### src/rtl/voice_mixer.sv
// voice_mixer: four-channel gain/mix stage ahead of the I2S transmitter.
// One shared multiply-accumulate walks the channels after each frame start.
module voice_mixer #(
    parameter int BITSIZE  = 16,
    parameter int GAINBITS = 8
) (
    input  logic                bclk,
    input  logic                reset_n,
    input  logic                lrclk,
    input  logic [BITSIZE-1:0]  in0,
    input  logic [BITSIZE-1:0]  in1,
    input  logic [BITSIZE-1:0]  in2,
    input  logic [BITSIZE-1:0]  in3,
    input  logic [GAINBITS-1:0] gain0,
    input  logic [GAINBITS-1:0] gain1,
    input  logic [GAINBITS-1:0] gain2,
    input  logic [GAINBITS-1:0] gain3,
    input  logic [3:0]          enable_mask,
    output logic [BITSIZE-1:0]  out,
    output logic                out_valid,
    output logic                clip
);

    localparam int PW = BITSIZE + GAINBITS + 1;
    localparam int AW = PW + 1;
    localparam logic signed [AW-1:0] SMAX = AW'(2**(BITSIZE-1) - 1);
    localparam logic signed [AW-1:0] SMIN = AW'(-(2**(BITSIZE-1)));

    typedef enum logic [1:0] {
        IDLE,
        MAC,
        SAT
    } state_t;

    state_t                    state_q, state_d;
    logic                      lrclk_q, lrclk_d;
    logic [1:0]                idx_q, idx_d;
    logic signed [AW-1:0]      acc_q, acc_d;
    logic [BITSIZE-1:0]        in_q [4];
    logic [BITSIZE-1:0]        in_d [4];
    logic [GAINBITS-1:0]       gain_q [4];
    logic [GAINBITS-1:0]       gain_d [4];
    logic [3:0]                mask_q, mask_d;
    logic [BITSIZE-1:0]        out_q, out_d;
    logic                      out_valid_q, out_valid_d;
    logic                      clip_q, clip_d;

    logic                      rise;
    logic signed [PW-1:0]      op_a, op_b, prod;
    logic signed [AW-1:0]      mac_term;
    logic signed [AW-1:0]      scaled;

    assign rise     = lrclk & ~lrclk_q;
    assign op_a     = PW'($signed(in_q[idx_q]));
    assign op_b     = PW'({1'b0, gain_q[idx_q]});
    assign prod     = op_a * op_b;
    assign mac_term = mask_q[idx_q] ? AW'(prod) : '0;
    assign scaled   = acc_q >>> (GAINBITS - 1);

    // Next-state: frame-start latch/restart, channel MAC walk, saturate and publish
    always_comb begin
        state_d     = state_q;
        lrclk_d     = lrclk;
        idx_d       = idx_q;
        acc_d       = acc_q;
        in_d        = in_q;
        gain_d      = gain_q;
        mask_d      = mask_q;
        out_d       = out_q;
        out_valid_d = 1'b0;
        clip_d      = clip_q;
        if (rise) begin
            in_d[0]   = in0;
            in_d[1]   = in1;
            in_d[2]   = in2;
            in_d[3]   = in3;
            gain_d[0] = gain0;
            gain_d[1] = gain1;
            gain_d[2] = gain2;
            gain_d[3] = gain3;
            mask_d    = enable_mask;
            acc_d     = '0;
            idx_d     = 2'd0;
            state_d   = MAC;
        end else begin
            unique case (state_q)
                IDLE: begin
                end
                MAC: begin
                    acc_d = acc_q + mac_term;
                    idx_d = idx_q + 2'd1;
                    if (idx_q == 2'd3) begin
                        state_d = SAT;
                    end
                end
                SAT: begin
                    unique case (1'b1)
                        (scaled > SMAX): begin
                            out_d  = SMAX[BITSIZE-1:0];
                            clip_d = 1'b1;
                        end
                        (scaled < SMIN): begin
                            out_d  = SMIN[BITSIZE-1:0];
                            clip_d = 1'b1;
                        end
                        default: begin
                            out_d  = scaled[BITSIZE-1:0];
                            clip_d = 1'b0;
                        end
                    endcase
                    out_valid_d = 1'b1;
                    state_d     = IDLE;
                end
                default: state_d = IDLE;
            endcase
        end
    end

    // State register with asynchronous active-low reset
    always_ff @(posedge bclk or negedge reset_n) begin
        if (!reset_n) begin
            state_q     <= IDLE;
            lrclk_q     <= 1'b0;
            idx_q       <= 2'd0;
            acc_q       <= '0;
            in_q        <= '{default: '0};
            gain_q      <= '{default: '0};
            mask_q      <= 4'd0;
            out_q       <= '0;
            out_valid_q <= 1'b0;
            clip_q      <= 1'b0;
        end else begin
            state_q     <= state_d;
            lrclk_q     <= lrclk_d;
            idx_q       <= idx_d;
            acc_q       <= acc_d;
            in_q        <= in_d;
            gain_q      <= gain_d;
            mask_q      <= mask_d;
            out_q       <= out_d;
            out_valid_q <= out_valid_d;
            clip_q      <= clip_d;
        end
    end

    assign out       = out_q;
    assign out_valid = out_valid_q;
    assign clip      = clip_q;

endmodule
### config.mk
export PLATFORM = sky130hd
export DESIGN_NAME = voice_mixer
export DESIGN_NICKNAME = d
export VERILOG_FILES = /design/src/rtl/voice_mixer.sv
export SDC_FILE = /design/constraint.sdc
export NUM_CORES = 1
export LEC_CHECK = 0
export ABC_CLOCK_PERIOD_IN_PS = 12750
export CAP_MARGIN = 10
export CELL_PAD_IN_SITES_DETAIL_PLACEMENT = 1
export CELL_PAD_IN_SITES_GLOBAL_PLACEMENT = 1
export CORE_MARGIN = 4
export CORE_UTILIZATION = 30
export DETAILED_ROUTE_END_ITERATION = 10
export GPL_ROUTABILITY_DRIVEN = 0
export GPL_TIMING_DRIVEN = 1
export PLACE_DENSITY = 0.65
export REMOVE_ABC_BUFFERS = 1
export SLEW_MARGIN = 10
export SYNTH_ARGS = -nofsm -noshare
export SYNTH_HDL_FRONTEND = slang
export SYNTH_SLANG_ARGS = --single-unit
export TNS_END_PERCENT = 50
### constraint.sdc
create_clock -name bclk -period 12.75 [get_ports bclk]
set_clock_uncertainty 0.15 [all_clocks]
set_input_delay 2.55 -clock bclk [delete_from_list [all_inputs] [get_ports bclk]]
set_output_delay 2.55 -clock bclk [all_outputs]
set_load 0.01 [all_outputs]
==> qor.txt, run 1 <==
status: finished clean
CTS H-tree lvls: 4
total gr overflow: 0
CTS clock-pin slew for the worst setup and hold paths: 60 ps
post-detailed-routing wire length: 32,140 microns
fin crit share: 68.91%
area grow syn2layout: 18.98%
placed cells: 2,003
clk buf depth: 2
Worst Path Required: 12,980 ps
Crit. End Element: register
fin nets: 1,779
r2r startpoint: idx_q[0]$_DFFE_PN0P_
Root Buffer: clkbuf_16
vias in the first global route: 10,580
full die area: 43,900 sq um
Setup Crit Path Kind: reg -> reg
fmax: 0.1138 GHz
Final ANT Viol Nets: 0
layout cell share with drive strength beyond 1: 5.563%
final setup vio count: 0
Hold Startpoint: in_q[32]$_DFFE_PN0P_
DR WL/cell: 15.79 microns
Clk Latency, worst-skew pair: 450 ps
Async SR Flop Fraction: 100.0%
# DRC: 0
vias: 9,583
Yosys reg bits: 149
largest net degree at the start of global routing: 92
worst hold path class: reg -> reg
core area: 39,910 sq um
CTS buffer count: 17
area share of the leading cell type in the synthesized netlist: 30.60%
setup_tns: 0 ps
Pins Over Slew Limit: 0
CTS tree: yes
post-cts hold buffer count: 0
Clock Sinks: 149
Site Rows: 73
GRT Overall Usage: 15.10%
mapped cell area: 12,180 sq um
final number of hold-violating endpoints: 0
Multi-input gate area: 7641 sq um
# IOs: 121
max_slew headroom: 35.17%
post-route cell area: 14,500 sq um
Yosys warning count: 0
Die Y: 209.5 microns
Post-synth EDFFs: 0
critical path startpoint category: register
largest fanout on the critical path: 29
chip width: 209.5 microns
Synth area leaders: dfrtp_1, fa_1, nand2_1
Critical Path AT: 9010 ps
RSZ-0062 raised after global routing: no
Avg Synthesized Cell Area: 8.703 sq um
Initial Utilization: 30.53%
Slew @ Worst Pin: 972.4 ps
register area: 3730 sq um
Synth area leader: dfrtp_1
DR vias/cell: 4.709
initial antenna violation count: 0
drt initial violations: 323
non-filler cells, final: 2,035
dpl cell area: 13,940 sq um
Worst Setup SP: idx_q[0]$_DFFE_PN0P_
fill cell count: 4,660
DPL Wire Length: 25,110 microns
ant diodes: 0
post-layout minimum cycle time: 8786 ps
Synth Instances: 1,400
first-pass GRT wire length: 54,440 microns
sequential-to-total area share from yosys stat: 30.60%
ys flop type: dfrtp_1
MaxCap Viol Count: 0
DR pass1 iterations: 4
Unique masters post-synth: 59
worst hold margin: 321.4 ps
Post-CTS Setup Repair Bufs: 0
IO Port Bufs: 120
Resized cells post-CTS: 0
-- worst paths after layout --
| kind | cells after the start | to | slack (ps) |
|---|---|---|---|
| worst max-delay path | 27 | acc_q[25]$_DFFE_PN0P_ | 3960 |
| worst min-delay path | 2 | in_q[32]$_DFFE_PN0P_ | 320 |
| worst max register to register | 27 | acc_q[25]$_DFFE_PN0P_ | 3960 |
| worst min register to register | 2 | in_q[32]$_DFFE_PN0P_ | 320 |
| max in group asynchronous | 2 | in_q[44]$_DFFE_PN0P_ | 9080 |
| min in group asynchronous | 1 | out[0]$_DFFE_PN0P_ | 2000 |
-- logic make-up after synthesis --
| kind of cell | after synthesis | synth area share (%) |
|---|---|---|
| DFF | 149 | 30.60 |
| adders and majority gates | 179 | 24.73 |
| and+or+nand+nor | 608 | 21.15 |
| buffers and inverters | 222 | 6.860 |
| xor gates and xnor gates | 38 | 2.732 |
| AOI/OAI and AO/OA | 176 | 9.140 |
| muxes | 28 | 4.785 |
-- registers in the layout, summed over array words and instances, names as in the netlist --
signal / cells
acc_q: 26
clip: 1
gain_q: 32
idx_q: 2
in_q: 64
lrclk_q: 1
mask_q: 4
out: 16
out_valid: 1
state_q: 2
-- layout by cell type, fill, tap and decap left out, types with 4 or more instances in the layout --
master	Yosys	layout
nor3_1	8	8
inv_1	168	168
o21ai_0	20	20
nor2_1	72	72
mux4_2	24	24
a211oi_1	10	10
xnor2_1	26	26
a21o_1	10	10
xor2_1	12	12
dfrtp_1	149	148
a211o_1	6	6
buf_4	0	9
or3_1	6	6
clkbuf_16	0	17
o21ai_1	15	14
ha_1	76	76
and3_1	4	4
nor4_1	5	5
clkdlybuf4s50_1	0	119
nand3_1	9	9
and2_1	75	75
o21a_1	8	8
o21bai_1	8	8
clkinv_4	0	4
nand2_1	413	413
a21oi_1	71	71
fa_1	103	103
-- layer usage --
metal	up-vias	part of all wire (%)	GRT usage (%)
li1	4633	-	-
met5	-	0	0
met1	4810	45	19.64
met4	0	1.5	4.028
met2	112	51	26.16
met3	28	2.4	2.511
-- stage by stage --
step / setup slack (ps) / util, %
after detailed placement: 3863 / 34.91
after global routing: 3398 / 36.32
after CTS: 3845 / 36.31
after floorplan: 4119 / -
after global placement: 4011 / 34.91
final: 3964 / 36.32
-- synth_stat cells (all sizes together), types with 3 or more instances --
library cell / number
nand2: 413
inv: 169
dfrtp: 149
fa: 103
ha: 76
and2: 75
a21oi: 72
nor2: 72
clkbuf: 41
o21ai: 35
xnor2: 26
mux4: 24
xor2: 12
a21o: 11
a211oi: 10
buf: 10
nand3: 9
nor3: 8
o21a: 8
o21bai: 8
a211o: 6
or3: 6
and3: 5
nor4: 5
nor2b: 4
a21boi: 3
a221oi: 3
a31oi: 3
nand2b: 3
nand4: 3
o211ai: 3
or2: 3
-- critical path, stage by stage (launching register included) --
cell and delay, ps:
dfrtp_2 980, mux4_2 820, and2_1 270, fa_1 600, inv_1 150, fa_1 550
inv_1 50, fa_1 470, inv_1 50, fa_1 530, inv_1 40, ha_1 350
a21o_1 190, or3_1 300, a221oi_1 340, o31a_1 250, o21ai_1 70, a21oi_1 180
xnor2_1 130, nor2_1 60, ha_1 230, or4_1 470, o31a_1 320, a2111o_1 310
a41o_1 260, a211o_1 250, a21o_1 200, a21oi_2 120
-- cell type report --
type / instances / share of cell area, %
Timing Repair Buffer: 129 / 8.761
Multi-Input combinational cell: 1029 / 52.71
Inverter: 171 / 4.428
Sequential cell: 149 / 25.73
Clock buffer: 18 / 3.030
Clock inverter: 14 / 0.8113
Tap cell: 525 / 4.531
Power of run 1 is left out: the tool's default activity adds up to more than one toggle a clock period on the data nets, which glitch-free logic cannot reach.
==> inputs of run 2 (changes only) <==
Settings changed: ABC_CLOCK_PERIOD_IN_PS 12750 to 8100.
Clock period 12.75 ns to 8.1 ns, I/O delays scaled along.
==> run 2 against run 1 <==
Against the previous run:
- final area increased by 4.0%
- sequential share of layout area decreased by 1.0 points
- final cell count increased by 1.8%
- fmax increased by 13%
==> qor.txt, run 2 (synthesis gave the netlist of run 1 again) <==
status: finished clean
Worst Setup SP: idx_q[0]$_DFFE_PN0P_
CTS H-tree lvls: 4 (unchanged)
vias in the first global route: 10,720 (+1.4%)
max reg flops: 64 (unchanged)
commonest non-fill, non-tap cell in the layout: nand2_1
r2r startpoint: idx_q[0]$_DFFE_PN0P_
max_slew headroom: 37.06% (+1.9 points)
final setup vio count: 0 (unchanged)
worst hold path class: reg -> reg
CTS clock-pin slew for the worst setup and hold paths: 60 ps (about the same)
Largest regs: in_q (64), gain_q (32), acc_q (26)
Crit-path slowest cell: mux4_2
full die area: 43,900 sq um (unchanged)
R2R depth: 27 (unchanged)
vias: 9,712 (+1.3%)
Crit. End Element: register
setup_tns: 0 ps (unchanged)
DR vias/cell: 4.690 (-0.42%)
initial antenna violation count: 0 (unchanged)
fmax: 0.1282 GHz (+13%)
placed cells: 2,013 (+0.50%)
DR WL/cell: 15.66 microns (-0.82%)
layout cell share with drive strength beyond 1: 9.379% (+3.8 points)
Pins Over Slew Limit: 0 (unchanged)
met3 Use GR: 2.272% (-0.24 points)
fin crit share: 96.28% (+27 points)
core area: 39,910 sq um (unchanged)
# IOs: 121 (unchanged)
critical path startpoint category: register
GRT met2 Usage: 26.55% (+0.39 points)
drt initial violations: 358 (+11%)
first-pass GRT wire length: 54,570 microns (+0.23%)
CP dominant cell by count: fa_1
# DRC: 0 (unchanged)
chip width: 209.5 microns (unchanged)
GRT Overall Usage: 15.12% (+0.020 points)
Initial Utilization: 30.53% (unchanged)
CP Capture Point: acc_q[25]$_DFFE_PN0P_
final number of hold-violating endpoints: 0 (unchanged)
Site Rows: 73 (unchanged)
Root Buffer: clkbuf_16
post-cts hold buffer count: 0 (unchanged)
post-layout minimum cycle time: 7799 ps (-987.5 ps)
MaxCap Viol Count: 0 (unchanged)
Final ANT Viol Nets: 0 (unchanged)
Clk Latency, worst-skew pair: 450 ps (about the same)
leading cell types in the layout, fill and taps excluded: nand2_1, inv_1, dfrtp_1, clkdlybuf4s50_1, fa_1
clk buf depth: 2 (unchanged)
met1 GRT Util: 19.67% (+0.029 points)
fill cell count: 4,637 (-0.49%)
ant diodes: 0 (unchanged)
Critical Path AT: 8020 ps (-990 ps)
Reg2Reg Setup Slack: 300 ps (-3660 ps)
area grow syn2layout: 23.78%
post-detailed-routing wire length: 32,440 microns (+0.94%)
total gr overflow: 0 (unchanged)
Worst R2R End: acc_q[25]$_DFFE_PN0P_
DR pass1 iterations: 4 (unchanged)
GRT busiest layer: met2
Die Y: 209.5 microns (unchanged)
Setup Crit Path Kind: reg -> reg
DPL Wire Length: 24,910 microns (-0.80%)
CTS tree: yes
Most flops, register: in_q
IO Port Bufs: 120 (unchanged)
largest net degree at the start of global routing: 85 (-7.6%)
fin nets: 1,817 (+2.1%)
Slew @ Worst Pin: 944.0 ps (-28.35 ps)
CTS buffer count: 17 (unchanged)
largest fanout on the critical path: 7 (-76%)
Worst Path Required: 8320 ps (-4660 ps)
PnR worst setup slack: 301.4 ps (-3662 ps)
Clock Sinks: 149 (unchanged)
non-filler cells, final: 2,071 (+1.8%)
worst slack at placement: 67.99 ps (-3795 ps)
slowest stage delay, CP: 600 ps (-380 ps)
run 2: cell types whose count changed in the layout (fill, tap and decap cells not counted), moves of 4 or more:
cell and delta:
and2_1 -4, and2_4 +4, buf_12 +5, buf_4 +29, bufinv_16 +4, ha_1 -8, ha_2 +5, o21ai_2 +4
run 2: area by class of cell:
cell class	instances	area (sq um)	area share, %
multi-input combinational	1029	7786	51.63
clock inverter	12	177.7	1.178
inverter	171	641.9	4.256
clock buffer	18	429.2	2.846
sequential	149	3730	24.73
tap	525	656.9	4.355
timing repair buffer	167	1660	11.01
run 2: worst min-delay path by stage:
stage / end / cells after the start / startpoint
5_1_grt: gain_q[10]$_DFFE_PN0P_ / 2 / gain_q[10]$_DFFE_PN0P_
6_report: gain_q[16]$_DFFE_PN0P_ / 2 / gain_q[16]$_DFFE_PN0P_
2_1_floorplan: mask_q[2]$_DFFE_PN0P_ / 2 / mask_q[2]$_DFFE_PN0P_
3_5_place_dp: in_q[21]$_DFFE_PN0P_ / 2 / in_q[21]$_DFFE_PN0P_
4_1_cts: in_q[23]$_DFFE_PN0P_ / 2 / in_q[23]$_DFFE_PN0P_
3_3_place_gp: in_q[20]$_DFFE_PN0P_ / 2 / in_q[20]$_DFFE_PN0P_
run 2: critical path, delay by kind of cell, from the launching register on:
kind,cells,cell delay [ps]
buffers and inverters,4,440
multiplexers,1,600
AO/OA/AOI/OAI,11,2220
flip-flops,1,510
adder cells (fa/ha/maj),6,2390
AND/OR/NAND/NOR,5,1390
run 2: what timing repair did:
item	CTS	global route
resized for setup	0	38
buffers inserted	0	26
setup endpoints to repair	0	4
run 2: per-layer routing:
layer / routed length (microns) / vias to the layer above / share of wire, %
met4: 321 / 0 / 0.99
met2: 16440 / 86 / 51
met5: 0 / - / 0
met1: 15030 / 4894 / 46
met3: 644 / 16 / 2.0
li1: - / 4716 / -
run 2: per-stage QoR:
stage	area, sq um	util [%]	hold slack [ps]
floorplan	11990	-	290.1
global placement	14050	35.20	302.4
detailed placement	14050	35.20	310.5
CTS	14660	36.72	325.5
global route	15080	37.79	342.2
finish	15080	37.79	318.4
Power of run 2 is left out for the same reason.
